### src/rtl/bmult_pkg.sv
// Shared widths, FSM state type and partial-product shift helper for the
// iterative 48x48 multiplier.
package bmult_pkg;
  localparam int HW = 24;
  localparam int FW = 48;
  localparam int PW = 96;

  typedef enum logic [1:0] {IDLE, MUL, DONE} bm_state_t;

  // Tag order is (lo,lo), (lo,hi), (hi,lo), (hi,hi).
  function automatic logic [6:0] pp_shift(input logic [1:0] tag);
    case (tag)
      2'd0:    pp_shift = 7'd0;
      2'd3:    pp_shift = 7'd48;
      default: pp_shift = 7'd24;
    endcase
  endfunction
endpackage

### src/rtl/Bmult24x24.sv
// Single-stage 24x24 unsigned multiplier core. The product is registered and
// has no reset.
module Bmult24x24 (
  input  logic        clk,
  input  logic [23:0] A,
  input  logic [23:0] B,
  output logic [47:0] P
);
  always_ff @(posedge clk) P <= A * B;
endmodule

### src/rtl/bmult48_iter.sv
// 48x48 unsigned multiplier that sequences four half-products through one
// Bmult24x24 core and shift-accumulates them into a 96-bit result.
module bmult48_iter #(
  parameter int HW = 24
) (
  input  logic            clk,
  input  logic            rst,
  input  logic            in_valid,
  output logic            in_ready,
  input  logic [2*HW-1:0] A,
  input  logic [2*HW-1:0] B,
  output logic            out_valid,
  input  logic            out_ready,
  output logic [4*HW-1:0] P
);
  import bmult_pkg::*;

  if (HW != bmult_pkg::HW) begin : g_bad_hw
    $error("bmult48_iter: HW must be 24 to match Bmult24x24");
  end

  bm_state_t       state_q, state_d;
  logic [FW-1:0]   a_q, a_d, b_q, b_d;
  logic [2:0]      k_q, k_d;
  logic            vld_q, vld_d;
  logic [1:0]      tag_q, tag_d;
  logic [PW-1:0]   acc_q, acc_d;
  logic            in_ready_q, in_ready_d;
  logic            out_valid_q, out_valid_d;

  logic [HW-1:0]   core_a, core_b;
  logic [FW-1:0]   core_p;

  // k[1] picks the A half, k[0] the B half.
  assign core_a = k_q[1] ? a_q[FW-1:HW] : a_q[HW-1:0];
  assign core_b = k_q[0] ? b_q[FW-1:HW] : b_q[HW-1:0];

  Bmult24x24 u_core (
    .clk (clk),
    .A   (core_a),
    .B   (core_b),
    .P   (core_p)
  );

  always_comb begin
    state_d     = state_q;
    a_d         = a_q;
    b_d         = b_q;
    k_d         = k_q;
    vld_d       = 1'b0;
    tag_d       = tag_q;
    acc_d       = acc_q;
    in_ready_d  = in_ready_q;
    out_valid_d = out_valid_q;

    if (vld_q)
      acc_d = acc_q + ({{(PW-FW){1'b0}}, core_p} << pp_shift(tag_q));

    case (state_q)
      IDLE: if (in_valid) begin
        a_d        = A;
        b_d        = B;
        k_d        = 3'd0;
        acc_d      = '0;
        state_d    = MUL;
        in_ready_d = 1'b0;
      end
      MUL: begin
        // Flag/tag follow the product the core captures at this edge.
        if (!k_q[2]) begin
          vld_d = 1'b1;
          tag_d = k_q[1:0];
          k_d   = k_q + 3'd1;
        end
        if (vld_q && tag_q == 2'd3) begin
          state_d     = DONE;
          out_valid_d = 1'b1;
        end
      end
      DONE: if (out_ready) begin
        state_d     = IDLE;
        out_valid_d = 1'b0;
        in_ready_d  = 1'b1;
      end
      default: state_d = IDLE;
    endcase
  end

  always_ff @(posedge clk or posedge rst) begin
    if (rst) begin
      state_q     <= IDLE;
      a_q         <= '0;
      b_q         <= '0;
      k_q         <= '0;
      vld_q       <= 1'b0;
      tag_q       <= '0;
      acc_q       <= '0;
      in_ready_q  <= 1'b1;
      out_valid_q <= 1'b0;
    end else begin
      state_q     <= state_d;
      a_q         <= a_d;
      b_q         <= b_d;
      k_q         <= k_d;
      vld_q       <= vld_d;
      tag_q       <= tag_d;
      acc_q       <= acc_d;
      in_ready_q  <= in_ready_d;
      out_valid_q <= out_valid_d;
    end
  end

  assign in_ready  = in_ready_q;
  assign out_valid = out_valid_q;
  assign P         = acc_q;
endmodule

### config.mk
export PLATFORM = sky130hd
export DESIGN_NAME = bmult48_iter
export DESIGN_NICKNAME = d
export VERILOG_FILES = /design/src/rtl/bmult_pkg.sv /design/src/rtl/Bmult24x24.sv /design/src/rtl/bmult48_iter.sv
export SDC_FILE = /design/constraint.sdc
export NUM_CORES = 2
export LEC_CHECK = 0
export CORE_MARGIN = 8
export CORE_UTILIZATION = 63
export CTS_CLUSTER_SIZE = 25
export DETAILED_ROUTE_END_ITERATION = 10
export PLACE_DENSITY_LB_ADDON = 0.1
export SYNTH_ARGS = -nofsm -noshare
export SYNTH_HDL_FRONTEND = slang
export SYNTH_HIERARCHICAL = 1
export SYNTH_SLANG_ARGS = --single-unit
### constraint.sdc
create_clock -name clk -period 9.4 [get_ports clk]
set_input_delay 1.88 -clock clk [delete_from_list [all_inputs] [get_ports clk]]
set_output_delay 1.88 -clock clk [all_outputs]
set_load 0.02 [all_outputs]
### Yosys cells after proc, flatten, opt, wreduce, memory -nomap -nowiden

Index checks and enable logic that the tools add are counted.

| cells by class | value |
|---|---|
| add/sub/neg operators | 2 |
| multiply operators | 1 |
| eq/ne operators | 7 |
| shift operators | 1 |
| multiplexer cells | 22 |
| bitwise logic cells | 1 |
| reductions and logical operators | 13 |

Operator list:

| cell | number |
|---|---|
| $mux 96 | 3 |
| $add 96x96->96 | 1 |
| $shl 48x7->96 | 1 |
| $mul 24x24->48 | 1 |
| $mux 24 | 2 |
| $pmux 6 s2 | 1 |
| $reduce_and 3->1 | 4 |
| $ne 2x2->1 const B | 4 |
| $mux 7 | 1 |
| $mux 1 | 6 |
| $mux 2 | 3 |
| $mux 3 | 2 |
| $pmux 2 s3 | 1 |
| $pmux 3 s2 | 1 |
| $reduce_and 2->1 | 3 |
| $reduce_bool 2->1 | 3 |
| $eq 2x2->1 const B | 2 |
| $logic_not 2->1 | 2 |
| $pmux 1 s2 | 2 |
| $add 3x1->3 const B | 1 |
| $eq 2x1->1 const B | 1 |
| $logic_and 1x1->1 | 1 |
| $not 1->1 | 1 |

| word-level totals | value |
|---|---|
| bits in registers | 250 |
| bits of input ports | 100 |
| output and inout port bits | 98 |
| word-level logic and storage cells | 58 |

### Longest topological paths before layout

| depth | value |
|---|---|
| depth in word-level cells | 8 |
| mapped depth | 30 |
| gate-level depth less buffers | 26 |

### Cells and area by module

The synthesis kept the hierarchy.

Modules (own cells, without submodules):

| module | times used | cells an instance | area an instance (um^2) |
|---|---|---|---|
| Bmult24x24 | 1 | 2,238 | 20,119.3 |
| bmult48_iter | 1 | 1,999 | 16,090.4 |

### Worst setup path after synthesis

Ideal clock, no wire load.

| timing | value |
|---|---|
| path type | reg2reg |
| start | register k_q[1] |
| end | register u_core.P[47] |
| library setup time | 0.062 ns |
| arrival time | 7.661 ns |
| setup slack | 1.677 ns |
| cell stages (with the launch flop) | 25 |
| buffers on the path | 3 |
| period minus slack after synthesis | 7.723 ns |
| cell sequence | dfrtp_1 clkbuf_1 clkbuf_1 mux2_2 clkbuf_1 and2_1 fa_1 inv_1 fa_1 fa_1 fa_1 inv_1 fa_1 fa_1 inv_1 fa_1 inv_1 ha_1 nand4_2 or2_1 or4_4 o221ai_4 a31oi_4 or4_1 nand3_1 |

| on the way | value |
|---|---|
| longest elaborated chain between the ends | 2 |

RTL lines:

| item | line | source |
|---|---|---|
| start, declared | bmult48_iter.sv:24 | `logic [2:0] k_q, k_d;` |
| start signal, assigned | bmult48_iter.sv:104 | `k_q <= k_d;` |
| $mux 24 | bmult48_iter.sv:35 | `assign core_a = k_q[1] ? a_q[FW-1:HW] : a_q[HW-1:0];` |
| via core_a[7] | bmult48_iter.sv:31 | `logic [HW-1:0] core_a, core_b;` |
| $mul 24x24->48 | Bmult24x24.sv:9 | `always_ff @(posedge clk) P <= A * B;` |
| end signal, assigned | Bmult24x24.sv:9 |  |
| end, declared | Bmult24x24.sv:7 | `output logic [47:0] P` |

The timed path passes the listed nets, and every way through them passes these cells.
A chain may end at the register's enable or synchronous reset.

### Final worst setup path

| timing | value |
|---|---|
| start | register k_q[1] |
| end | register u_core.P[44] |

The elaborated chain is that of the path after synthesis.

==> impl_results.md <==
* Post-cts sizing count at 0
* Cell row count at 88
* Routed vias/inst at 5.88
* Die Span Y at 256 um
* Area leader, netlist: fa_1
* Port buffer count at 197
* Gpl congestion at 0.959
* Met2 WL at 51,400 um
* CP bufs+invs at 7
* Post-synth top area share at 26.7%
* Wire length on met3 at 7730 um
* Period minus WS final at 8.39 ns
* Num CTS Buffers at 29
* Worst path required time at 9.87 ns
* Synth warn at 6
* CTS tree: done
* Post-Route WL at 108,000 um
* Worst slew margin at 34.1%
* Antenna-violating nets left at 0
* Placed cell count at 4,985
* DRC Markers at 0
* Largest net degree at the start of global routing at 123
* Die width at 256 um
* Max Used Layer: met4
* Number of diodes at 0
* Critical-path maximum fanout at 24
* Final Cycle Share at 89.3%
* DR iter-0 viols at 2,066
* RSZ-0062 raised after global routing: no
* # setup viols final at 0
* Fin nets at 5,109
* Main synth FF type: dfrtp_1
* Post-CTS Hold Fix Bufs at 0
* Final hold slack at 0.474 ns
* Slew Viols, Final at 0
* Post-synth EDFFs at 0
* DR pass1 iterations at 7
* Mapped Nets at 5,095
* Crit-path slowest cell: dfrtp_1
* Synth async-reset ratio at 80.8%
* Remaining Overflow, GRT at 0
* Level count of the clock H-tree at 1
* M1 WL at 44,400 um
* #FFs+latches synth at 250
* Post-DP HPWL at 86,100 um
* Critical path class: reg2reg
* Core area at 0.0573 mm^2
* Worst-skew pair later-pin latency at 0.59 ns
* Worst path max stage delay at 0.94 ns
* CP Launch Type: register
* Initial antenna violation count at 1
* Total die area at 0.0654 mm^2
* Clock sinks at 250
* Least-Margin Pin Slew at 0.989 ns
* Max_cap viols at 0
* Area of the mapped netlist at 0.0362 mm^2
* Root Buffer: clkbuf_16
* Aggregate global-route resource usage at 32.8%
* Wire per inst at 21.5 um
* First-pass GRT wire length at 172,000 um
* Setup TNS at 0 ns
* Status: complete, no violations
* Synth cell types at 93
* Fin cells at 5,038
* Area growth from synthesis to layout at 8.73%
* Vias in the first global route at 30,593
* Crit path DAT at 8.87 ns
* Fin. Hold Viols at 0
* Initial Util at 63.2%
* Fmax at 0.119 GHz
* Critical Path Sink Type: register
* Clock transition at path regs at 0.06 ns
* Final core occ at 68.8%
* Delay-heaviest family, CP: adder cells
* I/O pin total at 198
* Synth top area cells: fa_1, dfrtp_1, ha_1
* Worst min path class: reg2reg
* Clock buffer depth at 3
* Seq/Total Area, Yosys at 16.6%
* Post-CTS setup buffers at 0
* Layout cells sized above 1 at 4.47%
* Via count at 29,628
* Mean Syn Cell Area at 8.55 um^2
* Post-Synthesis Cells at 4,237
* Post-route clock skew at 0.0334 ns
-- cell families after synthesis --
| logic type | after synthesis | synth area share, % |
|---|---|---|
| muxes | 181 | 5.28 |
| DFF | 250 | 16.6 |
| and+or+nand+nor | 1455 | 18.6 |
| AOI/OAI and AO/OA | 637 | 11.6 |
| xor gates and xnor gates | 121 | 2.93 |
| buffers and inverters | 835 | 8.79 |
| adders and majority gates | 758 | 36.2 |
-- synthesized netlist by cell type, drive strengths merged (81+ instances only) --
master	instances
ha	275
o21ai	120
fa	483
xnor2	85
dfrtp	201
clkbuf	215
a21oi	202
inv	604
nand2	713
mux2	81
and2	318
mux2i	100
nor2	221
-- per-stage QoR --
step                instance area (um^2)  setup slack [ns]
floorplan                          36200              1.68
global placement                   38400              1.28
detailed placement                 38400              1.19
CTS                                39400              1.15
global route                       39400             0.729
finish                             39400              1.01
-- worst paths after layout --
check	from	depth (start not counted)	end	slack, ns
worst max-delay path	k_q[1]	26	u_core/P[44]	1.01
worst min-delay path	b_q[12]	2	b_q[12]	0.47
worst max register to register	k_q[1]	26	u_core/P[44]	1.01
worst min register to register	b_q[12]	2	b_q[12]	0.47
max in group asynchronous	rst	3	a_q[40]	6.02
min in group asynchronous	rst	2	b_q[41]	1.88
-- cell usage in the layout (no fill, tap or decap), types with 36 or more instances in the layout --
cell type,instances
fa_1,483
nor2_1,220
inv_1,602
dfrtp_1,200
ha_1,273
xor2_1,36
mux2_2,81
clkdlybuf4s50_1,197
a21o_1,72
o21bai_1,47
dfxtp_1,48
nand2_1,713
xnor2_1,85
o21ai_0,112
mux2i_1,100
nand4_1,56
a21oi_1,200
and2_1,318
-- registers in the layout, indices dropped and copies added, names as in the netlist --
signal / count
P: 96
a_q: 48
b_q: 48
u_core/P: 48
k_q: 3
state_q: 2
tag_q: 2
in_ready: 1
out_valid: 1
vld_q: 1
-- layout make-up --
class | instances | area [um^2]
multi-input combinational | 3152 | 27000
fill | 4761 | 17900
sequential | 250 | 6020
inverter | 605 | 2280
timing repair buffer | 213 | 2090
tap | 765 | 957
clock buffer | 38 | 886
clock inverter | 15 | 103
-- worst min-delay path, delay by kind of cell (launching register included) --
| kind | cells | cell delay [ns] |
|---|---|---|
| DFF | 1 | 0.34 |
| and+or+nand+nor | 2 | 0.11 |
-- layer usage --
metal	track usage, %	vias up
met2	55.1	1161
met3	5.75	269
met4	12.8	0
met1	42.2	14603
met5	0	-
li1	-	13595
Power is not shown: default switching activity piles up to over one toggle a cycle in this logic, so the estimate is an artifact.
